`src/rtl/overdrive_pkg.sv`:
```
// overdrive_pkg: shared sample type, scheduler states and clip limits for the overdrive scheduler.
package overdrive_pkg;
  typedef logic signed [15:0] sample_t;
  typedef enum logic [1:0] {IDLE, RUN_L, RUN_R} sched_state_t;
  localparam int CLIP_LO_GAIN = 10000;
  localparam int CLIP_HI_GAIN = 15000;
endpackage

```
`src/rtl/overdrive_scheduler_debounce.sv`:
```
// footswitch_debounce: 2-FF synchronizer plus stability counter; pulses rise_o when the accepted level rises.
module footswitch_debounce #(
  parameter int CYCLES = 50000
) (
  input  logic clk,
  input  logic rst_n,
  input  logic raw_i,
  output logic rise_o
);
  localparam int CW = $clog2(CYCLES);
  logic [1:0] sync_q;
  logic [CW-1:0] cnt_q;
  logic level_q;
  logic done;
  assign done = cnt_q == CW'(CYCLES - 1);
  // The counter only runs while the synced level disagrees with the accepted one.
  always_ff @(posedge clk or negedge rst_n) begin
    if (!rst_n) begin
      sync_q <= '0;
      cnt_q <= '0;
      level_q <= 1'b0;
      rise_o <= 1'b0;
    end else begin
      sync_q <= {sync_q[0], raw_i};
      rise_o <= 1'b0;
      if (sync_q[1] == level_q) begin
        cnt_q <= '0;
      end else if (done) begin
        cnt_q <= '0;
        level_q <= sync_q[1];
        rise_o <= sync_q[1];
      end else begin
        cnt_q <= cnt_q + 1'b1;
      end
    end
  end
endmodule

```
`src/rtl/overdrive_scheduler.sv`:
```
// overdrive_scheduler: time-shares one clipping datapath between left/right per frame; debounced gain/bypass toggles.
// Optional OVERDRIVE_SCHED_OVERRUN_CNT_EN adds a saturating dropped-frame counter output.
module overdrive_scheduler
  import overdrive_pkg::*;
#(
  parameter int DW = 16,
  parameter int DP_LATENCY = 1,
  parameter int DEBOUNCE_CYCLES = 50000
) (
  input  logic          CLK,
  input  logic          RESET_N,
  input  logic          frame_strobe,
  input  logic [DW-1:0] in_left,
  input  logic [DW-1:0] in_right,
  input  logic          fsw_gain_raw,
  input  logic          fsw_bypass_raw,
  input  logic          overrun_clr,
  output logic [DW-1:0] fx_in,
  output logic          fx_gain,
  input  logic [DW-1:0] fx_result,
  output logic [DW-1:0] out_left,
  output logic [DW-1:0] out_right,
  output logic          out_valid,
  output logic          busy,
  output logic          overrun,
`ifdef OVERDRIVE_SCHED_OVERRUN_CNT_EN
  output logic [7:0]    overrun_count,
`endif
  output logic          gain_sel,
  output logic          bypass_sel
);
  sched_state_t state_q;
  logic [2:0] wait_q;
  logic [DW-1:0] right_q;
  logic bypass_q;
  logic gain_rise, bypass_rise, last, drop;
  assign busy = state_q != IDLE;
  assign last = wait_q == 3'(DP_LATENCY);
  assign drop = frame_strobe & busy;

  footswitch_debounce #(.CYCLES(DEBOUNCE_CYCLES)) u_gain_db (
    .clk(CLK), .rst_n(RESET_N), .raw_i(fsw_gain_raw), .rise_o(gain_rise)
  );
  footswitch_debounce #(.CYCLES(DEBOUNCE_CYCLES)) u_bypass_db (
    .clk(CLK), .rst_n(RESET_N), .raw_i(fsw_bypass_raw), .rise_o(bypass_rise)
  );

  // fx_in holds the sample being processed, so it doubles as the bypass source.
  always_ff @(posedge CLK or negedge RESET_N) begin
    if (!RESET_N) begin
      state_q <= IDLE;
      wait_q <= '0;
      right_q <= '0;
      bypass_q <= 1'b0;
      fx_in <= '0;
      fx_gain <= 1'b0;
      out_left <= '0;
      out_right <= '0;
      out_valid <= 1'b0;
      overrun <= 1'b0;
      gain_sel <= 1'b0;
      bypass_sel <= 1'b0;
    end else begin
      out_valid <= 1'b0;
      overrun <= drop | (overrun & ~overrun_clr);
      gain_sel <= gain_sel ^ gain_rise;
      bypass_sel <= bypass_sel ^ bypass_rise;
      case (state_q)
        IDLE: if (frame_strobe) begin
          fx_in <= in_left;
          right_q <= in_right;
          fx_gain <= gain_sel;
          bypass_q <= bypass_sel;
          wait_q <= '0;
          state_q <= RUN_L;
        end
        RUN_L: if (last) begin
          out_left <= bypass_q ? fx_in : fx_result;
          fx_in <= right_q;
          wait_q <= '0;
          state_q <= RUN_R;
        end else begin
          wait_q <= wait_q + 1'b1;
        end
        RUN_R: if (last) begin
          out_right <= bypass_q ? fx_in : fx_result;
          out_valid <= 1'b1;
          state_q <= IDLE;
        end else begin
          wait_q <= wait_q + 1'b1;
        end
        default: state_q <= IDLE;
      endcase
    end
  end

`ifdef OVERDRIVE_SCHED_OVERRUN_CNT_EN
  always_ff @(posedge CLK or negedge RESET_N) begin
    if (!RESET_N) overrun_count <= '0;
    else overrun_count <= overrun_clr ? 8'd0 : (drop && overrun_count != 8'hff) ? overrun_count + 8'd1 : overrun_count;
  end
`endif
endmodule

```
`config.mk`:
```
export PLATFORM = sky130hd
export DESIGN_NAME = overdrive_scheduler
export DESIGN_NICKNAME = d
export VERILOG_FILES = /design/src/rtl/overdrive_pkg.sv /design/src/rtl/overdrive_scheduler_debounce.sv /design/src/rtl/overdrive_scheduler.sv
export SDC_FILE = /design/constraint.sdc
export NUM_CORES = 1
export LEC_CHECK = 0
export ABC_AREA = 1
export CAP_MARGIN = 20
export CORE_UTILIZATION = 56
export CTS_CLUSTER_SIZE = 30
export DETAILED_ROUTE_END_ITERATION = 12
export PLACE_DENSITY = 0.84
export SLEW_MARGIN = 10
export SYNTH_ARGS = -nofsm -noshare
export SYNTH_HDL_FRONTEND = slang
export SYNTH_SLANG_ARGS = --single-unit
```
`constraint.sdc`:
```
create_clock -name CLK -period 4.5 [get_ports CLK]
set_clock_uncertainty 0.05 [all_clocks]
set_input_delay 0.9 -clock CLK [delete_from_list [all_inputs] [get_ports CLK]]
set_output_delay 0.9 -clock CLK [all_outputs]
set_load 0.01 [all_outputs]
```
Word-level counts from Yosys, hierarchy flattened
Cells that the tools add are included.
W data, S select, Z words.
Operators by class
  bitwise gates (word level): 8
  reductions and logical operators: 12
  eq/ne operators: 11
  $add $sub $neg: 3
  muxes and demuxes: 22
Operators by type and width (number)
  $mux W16: 7
  $add A16 B1 Y16 const B: 2
  $eq A16 B16 Y1 const B: 2
  $pmux W16 S2: 1
  $reduce_and A2 Y1: 5
  $mux W3: 3
  $pmux W3 S3: 1
  $reduce_and A3 Y1: 3
  $ne A2 B2 Y1 const B: 4
  $mux W1: 6
  $mux W2: 3
  $pmux W2 S3: 1
  $reduce_bool A2 Y1: 2
  $add A3 B1 Y3 const B: 1
  $eq A3 B1 Y1 const B: 1
  $not A1 Y1: 3
  $reduce_bool A3 Y1: 1
  $and A1 B1 Y1: 2
  $eq A1 B1 Y1: 2
  $eq A2 B1 Y1 const B: 1
  $eq A2 B2 Y1 const B: 1
  $logic_not A2 Y1: 1
  $xor A1 B1 Y1: 2
  $or A1 B1 Y1: 1
Word-level totals
  register bits after elaboration: 115
  logic and storage cells: 76
  bits of input ports: 54
  output and inout port bits: 54

Longest topological paths before layout
Gate-level depths: netlist of the first run.
  word-level depth: 3
  depth in mapped cells: 10
  gate-level depth less buffers: 9

Hierarchy
Synthesis of the first run repeated with hierarchy kept, for this count alone.
Unflattened totals
  cell total of the unflattened synthesis: 621
  area, all modules: 5564.1 µm²
By module, submodules not included
  overdrive_scheduler: cells an instance 373, area an instance 3464.6 µm², times used 1, seq. area each 1876.8 µm²
  footswitch_debounce: cells an instance 124, area an instance 1049.8 µm², times used 2, seq. area each 500.5 µm²

Worst setup path after synthesis of the first run
Ideal clock, no wire load.
  path kind: input -> register
  from: in frame_strobe
  to: reg right_q[10]
  stages on the path: 3
  slack: 2.770 ns
  required time: 4.325 ns
  arrival time: 1.556 ns
  path through: nand2_2 -> buf_4 -> mux2_2
Between the ends
  longest elaborated chain between the ends: 1
Ends and longest elaborated chain
  start, declared: RTL line overdrive_scheduler.sv:12  | input logic frame_strobe,
  $reduce_and A2 Y1 (no source line)
  end signal, assigned: RTL line overdrive_scheduler.sv:71  | right_q <= in_right;
  end, declared: RTL line overdrive_scheduler.sv:34  | logic [DW-1:0] right_q;
No other way between the ends.
A chain may end at the register's enable or synchronous reset.

Final worst setup path of the first run
  from: reg state_q[0]
  to: out busy
Between the ends
  longest elaborated chain between the ends: 1
Ends and longest elaborated chain
  start, declared: RTL line overdrive_scheduler.sv:32  | sched_state_t state_q;
  start signal, assigned: RTL line overdrive_scheduler.sv:51  | state_q <= IDLE;
  start signal, assigned: RTL line overdrive_scheduler.sv:75  | state_q <= RUN_L;
  start signal, assigned: RTL line overdrive_scheduler.sv:81  | state_q <= RUN_R;
  $reduce_bool A2 Y1: RTL line overdrive_scheduler.sv:37  | assign busy = state_q != IDLE;
  end, declared: RTL line overdrive_scheduler.sv:24  | output logic busy,
No other way between the ends.

==> out/metrics.csv, run 1 <==
metric,value,unit
Die W,101,µm
total global-route track usage,29.4,%
post-CTS setup buffers,0,
Cell Pwr Density,600,nW/µm²
CTS tree,built,
drt via density,5.36,
Die Y-Extent,101,µm
Worst R2R Path Depth,6,
setup TNS,0,ns
WL/cell,15.4,µm
Core ar.,9330,µm²
outcome,"finished, final reports clean",
Hold Buf Count CTS,0,
WP data arrival,1.90,ns
CP max FO,4,
IO buf count,107,
crit path kind,reg -> out,
Worst path slowest cell,clkdlybuf4s50_1,
Flop pwr share,35.3,%
final setup violation count,0,
placed instance count,870,
PnR worst setup slack,1.65,ns
worst skew pair latency,0.52,ns
# diodes,0,
Worst Setup Start Kind,flip-flop,
"Slew Viols, Final",0,
Die Area,10200,µm²
combinational share of power,36.2,%
Rows,35,
Least-Margin Pin Slew,1.06,ns
mapped cell area,5470,µm²
Max Clk Rate,0.351,GHz
"Req. time, crit path",3.55,ns
met2 usage,51.6,%
Net Sw Frac,34.3,%
Cell variety after synth,33,
global route hottest layer,met2,
DRT Pass-1 Iters,5,
largest area contributor in the netlist,dfrtp_1,
post-synthesis net count,710,
cell internal pwr,2.83,mW
crit-path leading delay family,buffers and inverters,
DRC Markers,0,
layout cell share with drive strength beyond 1,10.5,%
Crit. End Element,output port,
sequential area share after synthesis,52.6,%
ys flop type,dfrtp_1,
initial antenna violation count,0,
vias in the first global route,4804,
final WL,13900,µm
yosys warns,0,
largest net degree at the start of global routing,86,
Root Buffer,clkbuf_8,
Synth async-reset ratio,100,%
met1 GRT Util,35.0,%
fin crit period,2.85,ns
TritonCTS Sinks,115,
Yosys reg bits,115,
Max IR drop VDD,0.280,mV
multi-input logic area,2250,µm²
boundary pin count,108,
# nets final,824,
RSZ-0062 raised after global routing,no,
via count,4839,
worst hold slack,0.198,ns
number of hold violations in the final report,0,
worst r2r src,state_q[1]$_DFFE_PN0P_,
post-synth top area share,52.6,%
number of DRC markers in iteration 0,241,
area post-placement,6610,µm²
syn avg cell area,8.45,µm²
ANT nets after route,0,
total CTS buffers,17,
design area,7180,µm²
FF+latch area,2880,µm²
clock share of power,28.5,%
number of max-cap violations,0,
Worst Hold Class,in -> async,
filler instances,619,
Gate Count Post-Synth,647,
crit share post-route,63.3,%
Net Switching,1.48,mW
clk buf depth,2,
"Buf+Inv Stages, Crit Path",3,
Slew HR,29.1,%
Post-DP HPWL,9370,µm
"Reg clk slew, reported paths",0.06,ns
total gr overflow,0,
CTS resizes,0,
fin util,77.0,%
RR Endpoint,fx_in[7]$_DFFE_PN0P_,
routability congestion estimate,0.926,
H-tree levels,4,
Post-synth EDFFs,0,
"Largest stage delay, worst path",0.54,ns
top post-synthesis cells by area,"dfrtp_1 53%, nand2_1 16%, nor2_1 5.9%",
Layout area overhead,31.4,%
Leak,3.46,nW
post-place setup slack,1.71,ns
Initial Util,58.6,%
flop2flop setup slack,1.80,ns
met3 Usage GRT,6.31,%
first-pass GRT wire length,22800,µm
Final Total Pwr,4.31,mW
final std cells w/o fill,902,
worst-path cell chain,"inv_1, ha_1, inv_2, clkdlybuf4s50_1",
==> worst register-to-register path, delay by kind of cell (launching register included) <==
family | cells | cell delay, ns
AND/OR/NAND/NOR | 1 | 0.21
flip-flops | 1 | 0.40
adder cells (fa/ha/maj) | 1 | 0.59
AO/OA/AOI/OAI | 2 | 0.93
buffers and inverters | 2 | 0.43
==> power groups by stage <==
stage	registers (mW)	logic [mW]	clock network [mW]
2_1_floorplan	1.58	0.849	0
3_3_place_gp	1.51	1.45	0
3_5_place_dp	1.53	1.52	0
4_1_cts	1.52	1.57	1.23
5_1_grt	1.55	1.71	1.28
6_report	1.52	1.56	1.23
==> synth_stat cells (6+ instances only) <==
master / count
dfrtp_1: 115
nand2_1: 228
inv_1: 57
ha_1: 9
mux2_2: 18
o21ai_0: 6
buf_2: 7
nor2_1: 86
o21ai_2: 16
nand3_1: 25
nand4_1: 6
a21oi_1: 21
xor2_1: 12
==> routing by layer <==
layer	vias up	part of all wire, %
met4	0	2.6
li1	2255	-
met3	36	7.6
met2	239	50
met1	2309	39
met5	-	0
==> cell usage in the layout (no fill, tap or decap), types with 6 or more instances in the layout <==
cell               n
inv_1             57
nor2_1            86
a21oi_1           21
ha_1               9
o21ai_2           16
clkbuf_16         16
dfrtp_1          115
nand3_1           25
xor2_1            12
nand2_1          228
o21ai_0            6
mux2_2            18
clkdlybuf4s50_1  106
nand4_1            6
==> cell type report <==
type	count	share of cell area [%]
tap	129	2.25
clock inverter	9	1.13
multi-input combinational	455	31.4
sequential	115	40.1
timing repair buffer	110	15.5
clock buffer	22	6.45
inverter	62	3.24
==> worst max path at each step <==
stage	slack [ns]	end	from	cells after the start
final	1.65	busy	state_q[0]$_DFFE_PN0P_	4
after global routing	1.56	fx_in[7]$_DFFE_PN0P_	state_q[1]$_DFFE_PN0P_	6
after CTS	1.64	busy	state_q[0]$_DFFE_PN0P_	4
after detailed placement	1.71	fx_in[7]$_DFFE_PN0P_	frame_strobe	7
after global placement	1.83	fx_in[15]$_DFFE_PN0P_	frame_strobe	7
after floorplan	2.77	right_q[10]$_DFFE_PN0P_	frame_strobe	3
==> cells by family after synthesis <==
kind of cell	synth area share, %
adders and majority gates	2.06
DFF	52.6
and+or+nand+nor	26.5
xor gates and xnor gates	2.56
AOI/OAI and AO/OA	6.41
buffers and inverters	6.13
muxes	3.71
==> flip-flops by register name (all words and copies together), names as in the netlist, 2 cells and up <==
name and count:
fx_in 16, out_left 16, out_right 16, right_q 16
u_bypass_db.cnt_q 16, u_gain_db.cnt_q 16, wait_q 3, state_q 2
u_bypass_db.sync_q 2, u_gain_db.sync_q 2
No activity file was read; power rests on OpenSTA's default activity.
==> inputs of run 2 (changes only) <==
Settings changed: CORE_UTILIZATION 56 to 52, PLACE_DENSITY 0.84 to 0.78.
Clock period 4.5 ns to 2.7 ns, I/O delays scaled along.
==> run 2 against run 1 <==
- sequential share of layout area down 0.39 points
- combinational power up 64%
- worst hold slack better by 0.098 ns
- setup slack worse by 1.4 ns
- global-route usage down 3.7 points
- via count down 2.3%
- clock power up 76%
- sequential power up 66%
- first-iteration DRC count down 15%
==> out/metrics.csv, run 2 (synthesized netlist as in run 1, its figures left out) <==
metric,value,unit,change
Max IR drop VDD,0.487,mV,+74%
crit share post-route,91.6,%,
Slew HR,63.8,%,+35 points
CTS tree,built,,
initial antenna violation count,0,,unchanged
worst skew pair latency,0.52,ns,about the same
number of hold violations in the final report,0,,unchanged
Rows,37,,+5.7%
outcome,"finished, final reports clean",,
fin crit period,2.47,ns,
IO buf count,107,,unchanged
Die Y-Extent,105,µm,+3.7%
RSZ-0062 raised after global routing,no,,
flop2flop setup slack,0.65,ns,-1.15 ns
clk buf depth,2,,unchanged
Hold Crit Start,u_bypass_db.sync_q[0]$_DFF_PN0_,,
Layout area overhead,32.6,%,
Die W,105,µm,+3.7%
Cell Pwr Density,1000,nW/µm²,+67%
vias in the first global route,4592,,-4.4%
Core ar.,10300,µm²,+10%
Worst Hold Class,reg -> reg,,
number of DRC markers in iteration 0,205,,-15%
setup TNS,0,ns,unchanged
H-tree levels,4,,unchanged
CP max FO,4,,unchanged
total CTS buffers,17,,unchanged
boundary pin count,108,,unchanged
total global-route track usage,25.7,%,-3.7 points
fin util,70.6,%,-6.4 points
hold path depth,0,,
total gr overflow,0,,unchanged
Leak,3.49,nW,+0.88%
layout cell share with drive strength beyond 1,11.1,%,+0.58 points
"Buf+Inv Stages, Crit Path",3,,unchanged
DRT Pass-1 Iters,5,,unchanged
post-CTS setup buffers,0,,unchanged
worst-path cell chain,"inv_1, ha_1, inv_2, clkdlybuf4s50_1",,
RR Endpoint,out_left[10]$_DFFE_PN0P_,,
"commonest non-fill, non-tap cell in the layout",nand2_1,,
filler instances,793,,+28%
# diodes,0,,unchanged
"commonest non-fill, non-tap cells in the layout","228 x nand2_1, 115 x dfrtp_1, 106 x clkdlybuf4s50_1, 86 x nor2_1, 57 x inv_1",,
final setup violation count,0,,unchanged
Post-DP HPWL,9200,µm,-1.8%
Worst path slowest cell,clkdlybuf4s50_1,,
Crit. End Element,output port,,
DRC Markers,0,,unchanged
ANT nets after route,0,,unchanged
Initial Util,53.2,%,-5.4 points
"Reg clk slew, reported paths",0.05,ns,about the same
Worst Setup Start Kind,flip-flop,,
Die Area,10900,µm²,+7.5%
worst hold slack,0.296,ns,+0.0977 ns
drt via density,5.17,,-3.6%
"Req. time, crit path",2.11,ns,-1.44 ns
number of max-cap violations,0,,unchanged
Least-Margin Pin Slew,0.543,ns,-0.521 ns
final WL,12800,µm,-7.7%
WL/cell,14.0,µm,-8.9%
largest net degree at the start of global routing,49,,-43%
Root Buffer,clkbuf_8,,
first-pass GRT wire length,21900,µm,-4.1%
Final Total Pwr,7.26,mW,+68%
"Slew Viols, Final",0,,unchanged
Max Clk Rate,0.404,GHz,
FF+latch area,2880,µm²,unchanged
WP data arrival,1.88,ns,-0.02 ns
TritonCTS Sinks,115,,unchanged
multi-input logic area,2250,µm²,unchanged
crit path kind,reg -> out,,
"Endpoint, Worst Hold",u_bypass_db.sync_q[1]$_DFF_PN0_,,
worst r2r src,state_q[1]$_DFFE_PN0P_,,
via count,4726,,-2.3%
crit-path leading delay family,buffers and inverters,,
Worst R2R Path Depth,7,,+1
routability congestion estimate,0.872,,-5.8%
"Largest stage delay, worst path",0.55,ns,about the same
# nets final,828,,+0.49%
==> run 2: per-layer routing <==
layer / global-route usage, % / share of wire [%] / vias up
li1: - / - / 2268
met1: 31.8 / 41 / 2210
met2: 41.7 / 48 / 210
met3: 7.24 / 7.5 / 38
met4: 12.0 / 2.7 / 0
met5: 0 / 0 / -
==> run 2: worst reg2reg max path: stages (launching register included) <==
cell and delay, ns:
dfrtp_1 0.39, inv_1 0.13, ha_1 0.19, buf_4 0.22
nand2_2 0.28, inv_1 0.51, nand2_1 0.13, nand2_1 0.09
==> run 2: report_power, final <==
group          leakage (nW)  switching (mW)  internal, mW
Clock                 0.277           0.775          1.40
Sequential             1.43           0.298          2.23
Combinational          1.78            1.33          1.23
Total                  3.49            2.40          4.86
==> run 2: how the worst max path moves through the flow <==
stage | startpoint | end | cells after the start
final | state_q[0]$_DFFE_PN0P_ | busy | 4
after global routing | state_q[0]$_DFFE_PN0P_ | busy | 4
after CTS | state_q[0]$_DFFE_PN0P_ | busy | 4
after global placement | frame_strobe | fx_in[10]$_DFFE_PN0P_ | 8
after detailed placement | frame_strobe | fx_in[13]$_DFFE_PN0P_ | 8
after floorplan | state_q[0]$_DFFE_PN0P_ | fx_in[10]$_DFFE_PN0P_ | 9
==> run 2: cell type report <==
| type | count | area share (%) |
|---|---|---|
| clock buffers | 18 | 5.76 |
| clock inverters | 14 | 2.24 |
| inverters | 62 | 3.21 |
| multi-input cells | 455 | 31.1 |
| flip-flops and latches | 115 | 39.7 |
| well taps | 136 | 2.35 |
| repair buffers | 114 | 15.7 |
==> run 2: through the flow <==
step                setup slack [ns]  std cells  instance area [µm²]
global placement               0.687        881                 6660
CTS                            0.192        914                 7250
global route                   0.110        914                 7250
finish                         0.227        914                 7250
detailed placement             0.618        881                 6660
floorplan                       1.16        647                 5470
==> run 2: what timing repair did <==
action,in CTS,in global routing
hold buffers,1,0
resized for setup,0,0
endpoints found under the hold margin,26,0
==> inputs of run 3 (changes only) <==
Settings changed: CORE_UTILIZATION 52 to 50, PLACE_DENSITY 0.78 to 0.76.
==> run 3 against run 2 <==
- the flow now finishes with violations (hold timing)
- setup slack lost 0.019 ns
- clock power is 5% lower
- count of clock-buffer cells in the layout unchanged
- maximum frequency decreased by 0.78%
- final cell count did not move
- sequential power is essentially flat
- routed wire length fell by 1.5%
- die area rose by 3.9%
==> out/metrics.csv, run 3 (synthesized netlist as in run 1, its figures left out) <==
metric,value,unit,change
outcome,"complete, but fails checks",,
violated checks,hold timing,,
number of DRC markers in iteration 0,264,,+29%
Die W,107,µm,+1.9%
WP data arrival,1.90,ns,+0.02 ns
drt via density,5.00,,-3.3%
final std cells w/o fill,914,,unchanged
RSZ-0062 raised after global routing,no,,
Die Area,11400,µm²,+3.9%
worst setup path start,state_q[0]$_DFFE_PN0P_,,
IO buf count,107,,unchanged
"Reg clk slew, reported paths",0.06,ns,about the same
CTS tree,built,,
routability congestion estimate,0.850,,-2.5%
setup TNS,0,ns,unchanged
Worst Hold Class,in -> async,,
post-CTS setup buffers,0,,unchanged
first-pass GRT wire length,21400,µm,-2.0%
"commonest non-fill, non-tap cells in the layout","228 x nand2_1, 115 x dfrtp_1, 106 x clkdlybuf4s50_1, 86 x nor2_1, 57 x inv_1",,
via count,4569,,-3.3%
Initial Util,52.2,%,-0.94 points
# diodes,0,,unchanged
crit path kind,reg -> out,,
Leak,3.48,nW,-0.14%
final setup violation count,0,,unchanged
Worst R2R Path Depth,7,,unchanged
ANT nets after route,0,,unchanged
wl on met1,5660,µm,+6.8%
"Req. time, crit path",2.11,ns,about the same
total global-route track usage,24.2,%,-1.5 points
total CTS buffers,17,,unchanged
Max Clk Rate,0.401,GHz,-0.78%
"Slew Viols, Final",0,,unchanged
number of hold violations in the final report,5,,+5
Worst Setup Start Kind,flip-flop,,
DRC Markers,0,,unchanged
met2 WL post-DR,6050,µm,-2.6%
H-tree levels,4,,unchanged
Cell Pwr Density,988,nW/µm²,-1.3%
initial antenna violation count,0,,unchanged
Max IR drop VDD,0.601,mV,+23%
boundary pin count,108,,unchanged
largest net degree at the start of global routing,52,,+6.1%
Die Y-Extent,107,µm,+1.9%
fin crit period,2.49,ns,+0.0194 ns
Highest Signal Layer,met4,,
worst skew pair latency,0.51,ns,about the same
crit share post-route,92.3,%,+0.72 points
flop2flop setup slack,0.66,ns,about the same
Rows,37,,unchanged
Core ar.,10500,µm²,+1.8%
Crit. End Element,output port,,
WL/cell,13.8,µm,-1.5%
Slew HR,58.1,%,-5.6 points
RR Endpoint,out_left[9]$_DFFE_PN0P_,,
layout cell share with drive strength beyond 1,11.3,%,+0.26 points
total gr overflow,0,,unchanged
Least-Margin Pin Slew,0.628,ns,+0.0852 ns
met3 routed WL,790,µm,-18%
final WL,12600,µm,-1.5%
CTS resizes,0,,unchanged
CP max FO,4,,unchanged
DRT Pass-1 Iters,5,,unchanged
Layout area overhead,32.0,%,
number of max-cap violations,0,,unchanged
TritonCTS Sinks,115,,unchanged
"commonest non-fill, non-tap cell in the layout",nand2_1,,
placed instance count,882,,+0.11%
worst hold slack,-0.0102,ns,-0.306 ns
Root Buffer,clkbuf_8,,
clk buf depth,2,,unchanged
Hold Buf Count CTS,0,,-1
vias in the first global route,4511,,-1.8%
CP endpoint,busy,,
worst r2r src,state_q[1]$_DFFE_PN0P_,,
Post-DP HPWL,9260,µm,+0.61%
# nets final,828,,unchanged
[run 3: cell types whose count changed in the layout (fill, tap and decap cells not counted)]
cell	delta
dlygate4sd3_1	-1
clkinv_4	+5
clkbuf_1	-1
bufinv_16	-2
clkinvlp_4	-3
buf_12	-1
buf_4	+2
clkbuf_8	+1
inv_6	+2
clkinv_2	-2
[run 3: where the power goes]
part,internal [mW],switching [mW]
Clock,1.25,0.806
Combinational,1.23,1.33
Sequential,2.23,0.289
[run 3: critical path: stages (launching register included)]
cell	delay [ns]
dfrtp_1	0.39
inv_1	0.10
ha_1	0.25
inv_2	0.11
clkdlybuf4s50_1	0.55
[run 3: area by class of cell]
class                   count  area (µm²)
clock buffers              18         428
clock inverters            14         131
well taps                 136         170
multi-input cells         455        2250
inverters                  62         233
repair buffers            114        1120
fillers                   806        3250
flip-flops and latches    115        2880
[run 3: metrics by stage]
stage	util (%)	hold WS, ns	cell area, µm²	worst slack [ns]	power [mW]
6_report	69.0	-0.0102	7210	0.207	7.13
3_3_place_gp	63.6	0.285	6660	0.684	5.00
4_1_cts	69.0	0.00447	7210	0.183	7.18
2_1_floorplan	-	0.194	5470	1.16	4.05
5_1_grt	69.0	0.0289	7210	0.142	7.58
3_5_place_dp	63.6	0.285	6660	0.641	5.08
[run 3: per-layer routing]
layer,vias to the layer above,global-route usage [%]
li1,2264,-
met1,2157,31.8
met2,136,39.5
met3,12,5.52
met4,0,8.32
met5,-,0
[run 3: how the worst min path moves through the flow]
stage,start,end,cells past startpoint
finish,RESET_N,out_right[5]$_DFFE_PN0P_,1
global route,RESET_N,out_left[5]$_DFFE_PN0P_,1
CTS,RESET_N,out_left[0]$_DFFE_PN0P_,1
detailed placement,u_bypass_db.sync_q[0]$_DFF_PN0_,u_bypass_db.sync_q[1]$_DFF_PN0_,0
global placement,u_bypass_db.sync_q[0]$_DFF_PN0_,u_bypass_db.sync_q[1]$_DFF_PN0_,0
floorplan,RESET_N,bypass_q$_DFFE_PN0P_,0
